<file path="config.mk">
export PLATFORM = sky130hd
export DESIGN_NAME = tft_console
export DESIGN_NICKNAME = d
export VERILOG_FILES = /design/src/rtl/tft_console.sv
export SDC_FILE = /design/constraint.sdc
export NUM_CORES = 1
export LEC_CHECK = 0
export BUFFER_PORTS_ARGS = -buffer_cell sky130_fd_sc_hd__buf_2
export CORE_MARGIN = 2
export CORE_UTILIZATION = 50
export CTS_CLUSTER_SIZE = 12
export DETAILED_ROUTE_END_ITERATION = 12
export PLACE_DENSITY_LB_ADDON = 0.25
export SLEW_MARGIN = 20
export SYNTH_ARGS = -nofsm -noshare
export SYNTH_HDL_FRONTEND = slang
export SYNTH_SLANG_ARGS = --single-unit
</file>
<file path="constraint.sdc">
create_clock -name clk -period 5.13 [get_ports clk]
set_input_delay 0.2565 -clock clk [delete_from_list [all_inputs] [get_ports clk]]
set_output_delay 0.2565 -clock clk [all_outputs]
set_load 0.01 [all_outputs]
</file>
<file path="src/rtl/tft_console.sv">
// Byte-stream console driving the TFT text memory write port.
// Define TFT_CONSOLE_TAB_EN to interpret 0x09 as an 8-column tab stop.
module tft_console #(
  parameter int          COLS           = 80,
  parameter int          ROWS           = 32,
  parameter int          ADDR_W         = 12,
  parameter logic [7:0]  BLANK_CHAR     = 8'h20,
  parameter bit          CLEAR_ON_RESET = 1'b1
) (
  input  logic              clk,
  input  logic              reset_n,
  input  logic              char_valid,
  input  logic [7:0]        char_data,
  output logic              char_ready,
  output logic              wr_en,
  output logic [ADDR_W-1:0] wr_addr,
  output logic [7:0]        wr_data,
  output logic [6:0]        cursor_col,
  output logic [4:0]        cursor_row,
  output logic              busy
);

  typedef enum logic [1:0] {
    IDLE,
    CLEAR_ROW,
    CLEAR_ALL
  } state_e;

  localparam int                CW       = ADDR_W + 1;
  localparam logic [CW-1:0]     ROW_N    = CW'(COLS);
  localparam logic [CW-1:0]     ALL_N    = CW'(COLS * ROWS);
  localparam logic [ADDR_W-1:0] COLS_A   = ADDR_W'(COLS);
  localparam logic [6:0]        LAST_COL = 7'(COLS - 1);
  localparam logic [4:0]        LAST_ROW = 5'(ROWS - 1);

  state_e            state_q, state_d;
  logic [6:0]        col_q, col_d;
  logic [4:0]        row_q, row_d;
  logic [CW-1:0]     cnt_q, cnt_d;
  logic [ADDR_W-1:0] base_q, base_d;
  logic              wr_en_q, wr_en_d;
  logic [ADDR_W-1:0] wr_addr_q, wr_addr_d;
  logic [7:0]        wr_data_q, wr_data_d;

  logic              accept;
  logic [ADDR_W-1:0] cur_addr;
  logic [4:0]        next_row;
  logic [ADDR_W-1:0] next_base;

  assign char_ready = reset_n && (state_q == IDLE);
  assign busy       = reset_n && (state_q != IDLE);
  assign accept     = char_valid && char_ready;
  assign cur_addr   = ADDR_W'(row_q) * COLS_A + ADDR_W'(col_q);
  assign next_row   = (row_q == LAST_ROW) ? 5'd0 : row_q + 5'd1;
  assign next_base  = ADDR_W'(next_row) * COLS_A;

  assign wr_en      = wr_en_q;
  assign wr_addr    = wr_addr_q;
  assign wr_data    = wr_data_q;
  assign cursor_col = col_q;
  assign cursor_row = row_q;

  always_comb begin
    logic adv;
`ifdef TFT_CONSOLE_TAB_EN
    logic [7:0] tab_col;
    tab_col = {1'b0, col_q[6:3], 3'b000} + 8'd8;
`endif
    adv       = 1'b0;
    state_d   = state_q;
    col_d     = col_q;
    row_d     = row_q;
    cnt_d     = cnt_q;
    base_d    = base_q;
    wr_en_d   = 1'b0;
    wr_addr_d = wr_addr_q;
    wr_data_d = wr_data_q;

    unique case (state_q)
      IDLE: begin
        if (accept) begin
          unique case (1'b1)
            (char_data >= 8'h20 && char_data <= 8'h7E): begin
              wr_en_d   = 1'b1;
              wr_addr_d = cur_addr;
              wr_data_d = char_data;
              if (col_q == LAST_COL) begin
                // char write goes out first, row clear follows next cycle
                col_d   = 7'd0;
                row_d   = next_row;
                base_d  = next_base;
                cnt_d   = '0;
                state_d = CLEAR_ROW;
              end else begin
                col_d = col_q + 7'd1;
              end
            end
            (char_data == 8'h0D): col_d = 7'd0;
            (char_data == 8'h0A): adv = 1'b1;
            (char_data == 8'h08): begin
              if (col_q != 7'd0) begin
                col_d     = col_q - 7'd1;
                wr_en_d   = 1'b1;
                wr_addr_d = cur_addr - ADDR_W'(1);
                wr_data_d = BLANK_CHAR;
              end
            end
            (char_data == 8'h0C): begin
              col_d     = 7'd0;
              row_d     = 5'd0;
              wr_en_d   = 1'b1;
              wr_addr_d = '0;
              wr_data_d = BLANK_CHAR;
              base_d    = '0;
              cnt_d     = CW'(1);
              state_d   = CLEAR_ALL;
            end
`ifdef TFT_CONSOLE_TAB_EN
            (char_data == 8'h09): begin
              if (tab_col >= 8'(COLS)) adv = 1'b1;
              else col_d = tab_col[6:0];
            end
`endif
            default: ;
          endcase
        end
      end
      CLEAR_ROW, CLEAR_ALL: begin
        if (cnt_q == ((state_q == CLEAR_ROW) ? ROW_N : ALL_N)) begin
          state_d = IDLE;
        end else begin
          wr_en_d   = 1'b1;
          wr_addr_d = base_q + cnt_q[ADDR_W-1:0];
          wr_data_d = BLANK_CHAR;
          cnt_d     = cnt_q + CW'(1);
        end
      end
      default: state_d = IDLE;
    endcase

    // LF-style advance: first clear write issues on the accepting edge
    if (adv) begin
      col_d     = 7'd0;
      row_d     = next_row;
      wr_en_d   = 1'b1;
      wr_addr_d = next_base;
      wr_data_d = BLANK_CHAR;
      base_d    = next_base;
      cnt_d     = CW'(1);
      state_d   = CLEAR_ROW;
    end
  end

  always_ff @(posedge clk) begin
    if (!reset_n) begin
      state_q   <= CLEAR_ON_RESET ? CLEAR_ALL : IDLE;
      col_q     <= '0;
      row_q     <= '0;
      cnt_q     <= '0;
      base_q    <= '0;
      wr_en_q   <= 1'b0;
      wr_addr_q <= '0;
      wr_data_q <= '0;
    end else begin
      state_q   <= state_d;
      col_q     <= col_d;
      row_q     <= row_d;
      cnt_q     <= cnt_d;
      base_q    <= base_d;
      wr_en_q   <= wr_en_d;
      wr_addr_q <= wr_addr_d;
      wr_data_q <= wr_data_d;
    end
  end

endmodule

</file>
==> results.sh, run 1 <==
export IMPL_cpLargestDelayFamily="adder cells"
export IMPL_fin_cells=644
export IMPL_grt_pass1_wl_mm=17.7
export IMPL_avgSynthCellArea_sq_um=8.12
export IMPL_diodes=0
export IMPL_power_density_nw_per_um2=278
export IMPL_die_w_um=95.1
export IMPL_postCtsHoldBufs=0
export IMPL_yosysSeqAreaShare_pct=26.0
export IMPL_row_count=33
export IMPL_viasPerCell=6.08
export IMPL_drt_pass1_iter_count=4
export IMPL_dp_cells=636
export IMPL_worst_pin_slew_ns=0.833
export IMPL_end_kind="register"
export IMPL_grt_start_max_net_pins=35
export IMPL_netlist_instances=511
export IMPL_slowest_delay_ns=0.50
export IMPL_start_kind="register"
export IMPL_comb_power_share_pct=36.0
export IMPL_skew_ns=0.00868
export IMPL_fin_crit_ns=3.04
export IMPL_period_share_pct=59.2
export IMPL_port_buffers=45
export IMPL_cts_clk_slew_worst_paths_ns=0.10
export IMPL_cp_arrival_ns=3.29
export IMPL_power_switching_w=0.000468
export IMPL_setup_viol=0
export IMPL_synth_area_leaders="dfxtp_1 (26%), ha_1 (9.9%), nand2_1 (5.2%)"
export IMPL_synth_fp_nets=559
export IMPL_crit_fanout=8
export IMPL_slew_violations=0
export IMPL_power_frac_clock_pct=23.6
export IMPL_fmax_mhz=329
export IMPL_insertion_delay_ns=0.31
export IMPL_synth_distinct_cells=76
export IMPL_layout_common_cells="nand2_1 (58), dfxtp_1 (54), buf_2 (45), a21oi_1 (41), nor2_1 (38)"
export IMPL_numCtsBuffers=5
export IMPL_fp_coreArea_sq_um=8130
export IMPL_final_nets=586
export IMPL_p_leak_nw=1.83
export IMPL_drt_total_wl_mm=10.6
export IMPL_die_h_um=95.1
export IMPL_synth_edff_count=0
export IMPL_met2_usage_pct=41.0
export IMPL_post_drt_wl_per_cell_um=16.4
export IMPL_seq_area_sq_um=1080
export IMPL_antenna_found_initial=0
export IMPL_crit_chain="ha_1 -> ha_1 -> fa_1 -> xor2_1 -> and3_1 -> o21ai_0 -> xor2_1 -> a311o_1 -> a211o_1 -> a21oi_1"
export IMPL_hold_viol_final=0
export IMPL_cts_resized=0
export IMPL_cts_setup_buffers=0
export IMPL_cell_internal_pwr_w=0.000776
export IMPL_cts_tree="yes"
export IMPL_clock_path_buffers=2
export IMPL_initial_core_util_pct=51.0
export IMPL_htree_num_levels=2
export IMPL_drtIter0Drc=234
export IMPL_grt_overflow_total=0
export IMPL_postRouteAntennaNets=0
export IMPL_layout_drive_gt1_share_pct=14.1
export IMPL_maxSlewHeadroom_pct=44.3
export IMPL_p_sw_share_pct=37.6
export IMPL_grt_busiest_layer="met2"
export IMPL_multi_input_area_sq_um=2850
export IMPL_critical_path_buf_inv_count=0
export IMPL_pin_count=46
export IMPL_layout_commonest_cell="nand2_1"
export IMPL_dieArea_sq_um=9050
export IMPL_syn_to_final_growth_pct=7.93
export IMPL_required_ns=5.38
export IMPL_use_met3_pct=3.16
export IMPL_via_count=3914
export IMPL_track_usage_pct=24.2
export IMPL_maxCapViolations=0
export IMPL_setup_tns_ns=0
export IMPL_slowest_stage="dfxtp_1"
export IMPL_hold_path_class="input port to register"
export IMPL_ys_seq_elements=54
export IMPL_synth_largest_area_cell="dfxtp_1"
export IMPL_clock_sinks=54
export IMPL_drc=0
export IMPL_place_congestion=0.882
export IMPL_hpwl_mm=7.85
export IMPL_grt_met1_usage_pct=33.1
export IMPL_fill_cells=779
export IMPL_grt_pass1_vias=3751
export IMPL_power_frac_seq_pct=40.4
export IMPL_synth_top_area_share_pct=26.0
export IMPL_rsz0062_at_grt="false"
export IMPL_status="complete, no violations"
export IMPL_ir_drop_v=0.000213
export IMPL_cts_root_buffer="clkbuf_8"
export IMPL_yosys_most_used_dff="dfxtp_1"
export IMPL_async_flop_share_pct=0
export IMPL_critPathKind="register to register"
export IMPL_synthesis_area_sq_um=4150
export IMPL_yosys_warnings=0
[flip-flops by register name, summed over array words and instances (netlist names)]
register	flops
cursor_row	5
wr_data	8
wr_en	1
wr_addr	12
base_q	6
cursor_col	7
cnt_q	13
state_q	2
[synth_stat cells, types with 6 or more instances]
| cell | count |
|---|---|
| and3_1 | 6 |
| nand2_1 | 58 |
| a211oi_1 | 7 |
| o21ai_0 | 24 |
| ha_1 | 33 |
| a21oi_1 | 41 |
| nand4_1 | 8 |
| a21boi_0 | 11 |
| o211ai_1 | 6 |
| nor3_1 | 10 |
| a31oi_1 | 6 |
| xnor2_1 | 16 |
| xor2_1 | 11 |
| a21o_1 | 6 |
| inv_1 | 17 |
| nand3_1 | 31 |
| clkbuf_1 | 14 |
| dfxtp_1 | 54 |
| nor2_1 | 38 |
[worst register-to-register path, delay by kind of cell (launching register included)]
kind	cells	cell delay [ns]
XOR/XNOR	2	0.50
AND/OR/NAND/NOR	1	0.25
AO/OA/AOI/OAI	4	0.81
flip-flops	1	0.50
adder cells (fa/ha/maj)	3	0.91
[power by group through the flow]
| stage | registers [W] | clock network [W] | logic (W) |
|---|---|---|---|
| 3_5_place_dp | 0.000510 | 0 | 0.000446 |
| 3_3_place_gp | 0.000509 | 0 | 0.000440 |
| 6_report | 0.000502 | 0.000294 | 0.000447 |
| 4_1_cts | 0.000502 | 0.000302 | 0.000446 |
| 2_1_floorplan | 0.000522 | 0 | 0.000336 |
| 5_1_grt | 0.000509 | 0.000313 | 0.000500 |
[layer usage]
layer | part of all wire [%] | up-vias
li1 | - | 1929
met3 | 5.8 | 11
met1 | 46 | 1850
met2 | 47 | 124
met5 | 0 | -
met4 | 1.2 | 0
[area by class of cell]
type                       count  area share, %
timing repair buffer          48           5.53
tap                          105           2.93
clock inverter                 2          0.838
sequential                    54           24.1
inverter                      17           1.42
multi-input combinational    412           63.5
clock buffer                   6           1.62
[final timing paths]
kind	depth (start not counted)	slack, ns	startpoint	end
setup / recovery	10	2.09	cursor_row[1]	wr_addr[11]
hold / removal	3	0.24	char_data[3]	wr_data[3]
setup reg to reg	10	2.09	cursor_row[1]	wr_addr[11]
hold reg to reg	2	0.46	wr_data[3]	wr_data[3]
[logic make-up after synthesis]
family | share of synthesized area, %
buffers and inverters | 5.39
XOR/XNOR | 5.70
flip-flops | 26.0
AND/OR/NAND/NOR | 26.1
adder cells (fa/ha/maj) | 11.9
multiplexers | 0.784
AO/OA/AOI/OAI | 24.1
[stage by stage]
step	utilization, %	hold slack [ns]	area, sq um	total power, W	worst slack (ns)
6_report	55.1	0.244	4480	0.00124	2.09
5_1_grt	55.1	0.264	4480	0.00132	1.88
4_1_cts	55.1	0.241	4480	0.00125	2.09
3_5_place_dp	53.7	0.444	4370	0.000956	2.13
3_3_place_gp	53.7	0.440	4370	0.000950	2.20
2_1_floorplan	-	0.408	4150	0.000857	2.33
Power figures use the tool's default switching activity.
==> run 2, diff against run 1 <==
--- a/config.mk
+++ b/config.mk
@@ -5,6 +5,7 @@
 export SDC_FILE = /design/constraint.sdc
 export NUM_CORES = 1
 export LEC_CHECK = 0
+export ABC_AREA = 1
 export BUFFER_PORTS_ARGS = -buffer_cell sky130_fd_sc_hd__buf_2
 export CORE_MARGIN = 2
 export CORE_UTILIZATION = 50
==> constraint.sdc (replaced) <==
create_clock -name clk -period 2.75 [get_ports clk]
set_input_delay 0.1375 -clock clk [delete_from_list [all_inputs] [get_ports clk]]
set_output_delay 0.1375 -clock clk [all_outputs]
set_load 0.01 [all_outputs]
==> results.sh, run 2 <==
export IMPL_hpwl_mm=9.04
export IMPL_synth_distinct_cells=46
export IMPL_slew_violations=0
export IMPL_setup_viol=0
export IMPL_critical_path_buf_inv_count=1
export IMPL_via_count=4708
export IMPL_ys_seq_elements=54
export IMPL_clock_sinks=54
export IMPL_yosysMostFrequentCell="nand2_1"
export IMPL_reg2reg_slack_ns=0.12
export IMPL_viasPerCell=5.55
export IMPL_crit_fanout=7
export IMPL_hold_viol_final=0
export IMPL_synth_largest_area_cell="dfxtp_1"
export IMPL_synth_commonest_cells="nand2_1 (152), nor2_1 (91), inv_1 (72), nand3_1 (57), dfxtp_1 (54)"
export IMPL_critPathKind="register to register"
export IMPL_port_buffers=45
export IMPL_cp_common_cell="nand2_1"
export IMPL_synthesis_area_sq_um=4470
export IMPL_status="complete, no violations"
export IMPL_setup_tns_ns=0
export IMPL_ff2ff_path_depth=15
export IMPL_period_share_pct=95.8
export IMPL_track_usage_pct=24.6
export IMPL_fin_area_sq_um=5030
export IMPL_numCtsBuffers=5
export IMPL_dpl_cell_area_sq_um=4780
export IMPL_syn_to_final_growth_pct=12.5
export IMPL_drt_total_wl_mm=12.0
export IMPL_ir_drop_v=0.000254
export IMPL_start_kind="register"
export IMPL_synth_edff_count=0
export IMPL_postRouteAntennaNets=0
export IMPL_clock_path_buffers=2
export IMPL_yosysSeqAreaShare_pct=24.2
export IMPL_netlist_instances=694
export IMPL_synth_top_area_share_pct=24.2
export IMPL_place_congestion=0.958
export IMPL_initial_core_util_pct=51.5
export IMPL_die_h_um=98.5
export IMPL_slowest_delay_ns=0.35
export IMPL_yosys_most_used_dff="dfxtp_1"
export IMPL_cts_clk_slew_worst_paths_ns=0.11
export IMPL_p_leak_nw=2.42
export IMPL_final_nets=787
export IMPL_largest_reg_flops=13
export IMPL_diodes=0
export IMPL_yosys_warnings=0
export IMPL_pre_cts_ws_ns=-0.0232
export IMPL_grt_overflow_total=0
export IMPL_regMostFlops="cnt_q"
export IMPL_setup_ws_ns=0.116
export IMPL_insertion_delay_ns=0.32
export IMPL_crit_reg2reg_launch="cursor_row[0]"
export IMPL_cp_arrival_ns=2.89
export IMPL_fin_crit_ns=2.63
export IMPL_postCtsHoldBufs=0
export IMPL_antenna_found_initial=0
export IMPL_cpLargestDelayFamily="simple AND/OR/NAND/NOR gates"
export IMPL_drtIter0Drc=382
export IMPL_grt_pass1_vias=4353
export IMPL_power_density_nw_per_um2=292
export IMPL_fmax_mhz=380
export IMPL_cts_tree="yes"
export IMPL_hold_path_class="input port to register"
export IMPL_drc=0
export IMPL_min_path_cells=2
export IMPL_cts_root_buffer="clkbuf_8"
export IMPL_required_ns=3.00
export IMPL_end_kind="register"
export IMPL_rr_endpoint="wr_addr[9]"
export IMPL_post_drt_wl_per_cell_um=14.1
export IMPL_layout_common_cells="nand2_1 (149), nor2_1 (89), inv_1 (71), nand3_1 (56)"
export IMPL_synth_fp_nets=742
export IMPL_layout_commonest_cell="nand2_1"
export IMPL_pin_count=46
export IMPL_layout_drive_gt1_share_pct=17.8
export IMPL_avgSynthCellArea_sq_um=6.44
export IMPL_worstHoldStart="reset_n"
export IMPL_row_count=34
export IMPL_synth_area_leaders="dfxtp_1 (24%), nand2_1 (13%), ha_1 (9.2%)"
export IMPL_async_flop_share_pct=0
export IMPL_dieArea_sq_um=9710
export IMPL_htree_num_levels=2
export IMPL_hold_ws_ns=0.135
export IMPL_die_w_um=98.5
export IMPL_crit_chain="buf_4 -> ha_1 -> ha_1 -> or2_2 -> nand2_1 -> nand2_1 -> nand2_1 -> nand2_1 -> nor3_2 -> nand2_1 -> o21ai_0 -> nand2_1 -> nand2_1 -> nand2_1 -> a21oi_2"
export IMPL_maxSlewHeadroom_pct=51.0
export IMPL_maxCapViolations=0
export IMPL_worst_pin_slew_ns=0.735
export IMPL_grt_pass1_wl_mm=20.0
export IMPL_skew_ns=0.0169
export IMPL_grt_start_max_net_pins=28
export IMPL_slowest_stage="dfxtp_2"
export IMPL_drt_pass1_iter_count=8
export IMPL_fp_coreArea_sq_um=8680
export IMPL_worstHoldEndpoint="state_q[1]"
[run 2: cell types whose count changed after synthesis, moves of 10 or more]
cell	delta
nand2_1	+94
inv_1	+55
nor2_1	+53
nand3_1	+26
o21ai_0	+13
a21oi_1	+12
a21boi_0	-11
xnor2_1	-11
inv_2	+10
[run 2: final cells by class]
class                   instances  area (sq um)
inverters                      83           312
clock buffers                   6          82.6
fillers                       869          3650
well taps                     108           135
multi-input cells             536          3040
clock inverters                 2          38.8
flip-flops and latches         54          1080
repair buffers                 59           330
[run 2: per-stage QoR]
step / utilization, % / instances / power (W)
after floorplan: - / 694 / 0.000866
after global placement: 55.0 / 836 / 0.000896
after detailed placement: 55.0 / 836 / 0.000897
after CTS: 56.5 / 844 / 0.00147
after global routing: 57.9 / 848 / 0.00151
final: 57.9 / 848 / 0.00147
[run 2: cells by family after synthesis]
logic type	after synthesis	share of synthesized area, %
AO/OA/AOI/OAI	120	14.9
XOR/XNOR	18	3.53
adder cells (fa/ha/maj)	37	11.0
buffers and inverters	104	9.83
flip-flops	54	24.2
AND/OR/NAND/NOR	361	36.5
[run 2: repair_timing]
action,CTS,global route
resized for setup,1,28
buffers inserted,0,4
setup endpoints to repair,1,5
endpoints found under the hold margin,0,0
pin swaps,1,13
[run 2: how the worst max path moves through the flow]
stage | from | to | slack [ns] | depth (start not counted)
after global routing | cursor_row[3] | wr_addr[9] | -0.04 | 14
after floorplan | cursor_row[0] | wr_addr[9] | 0.06 | 15
after detailed placement | cursor_row[0] | wr_addr[9] | -0.02 | 15
after CTS | cursor_row[0] | wr_addr[9] | 0.003 | 15
after global placement | cursor_row[0] | wr_addr[9] | 0.1 | 15
final | cursor_row[0] | wr_addr[9] | 0.12 | 15
[run 2: power breakdown]
part	total [W]	switching [W]	internal, W
Sequential	0.000795	0.00000627	0.000789
Clock	0.000585	0.000285	0.000300
Combinational	0.0000849	0.0000568	0.0000282
Total	0.00147	0.000348	0.00112
[run 2: layer usage]
metal / vias up / global-route usage (%) / wire (um)
met5: - / 0 / 0
met4: 0 / 6.95 / 297
met3: 28 / 4.26 / 929
met2: 201 / 41.2 / 5450
met1: 2125 / 32.8 / 5310
li1: 2354 / - / -
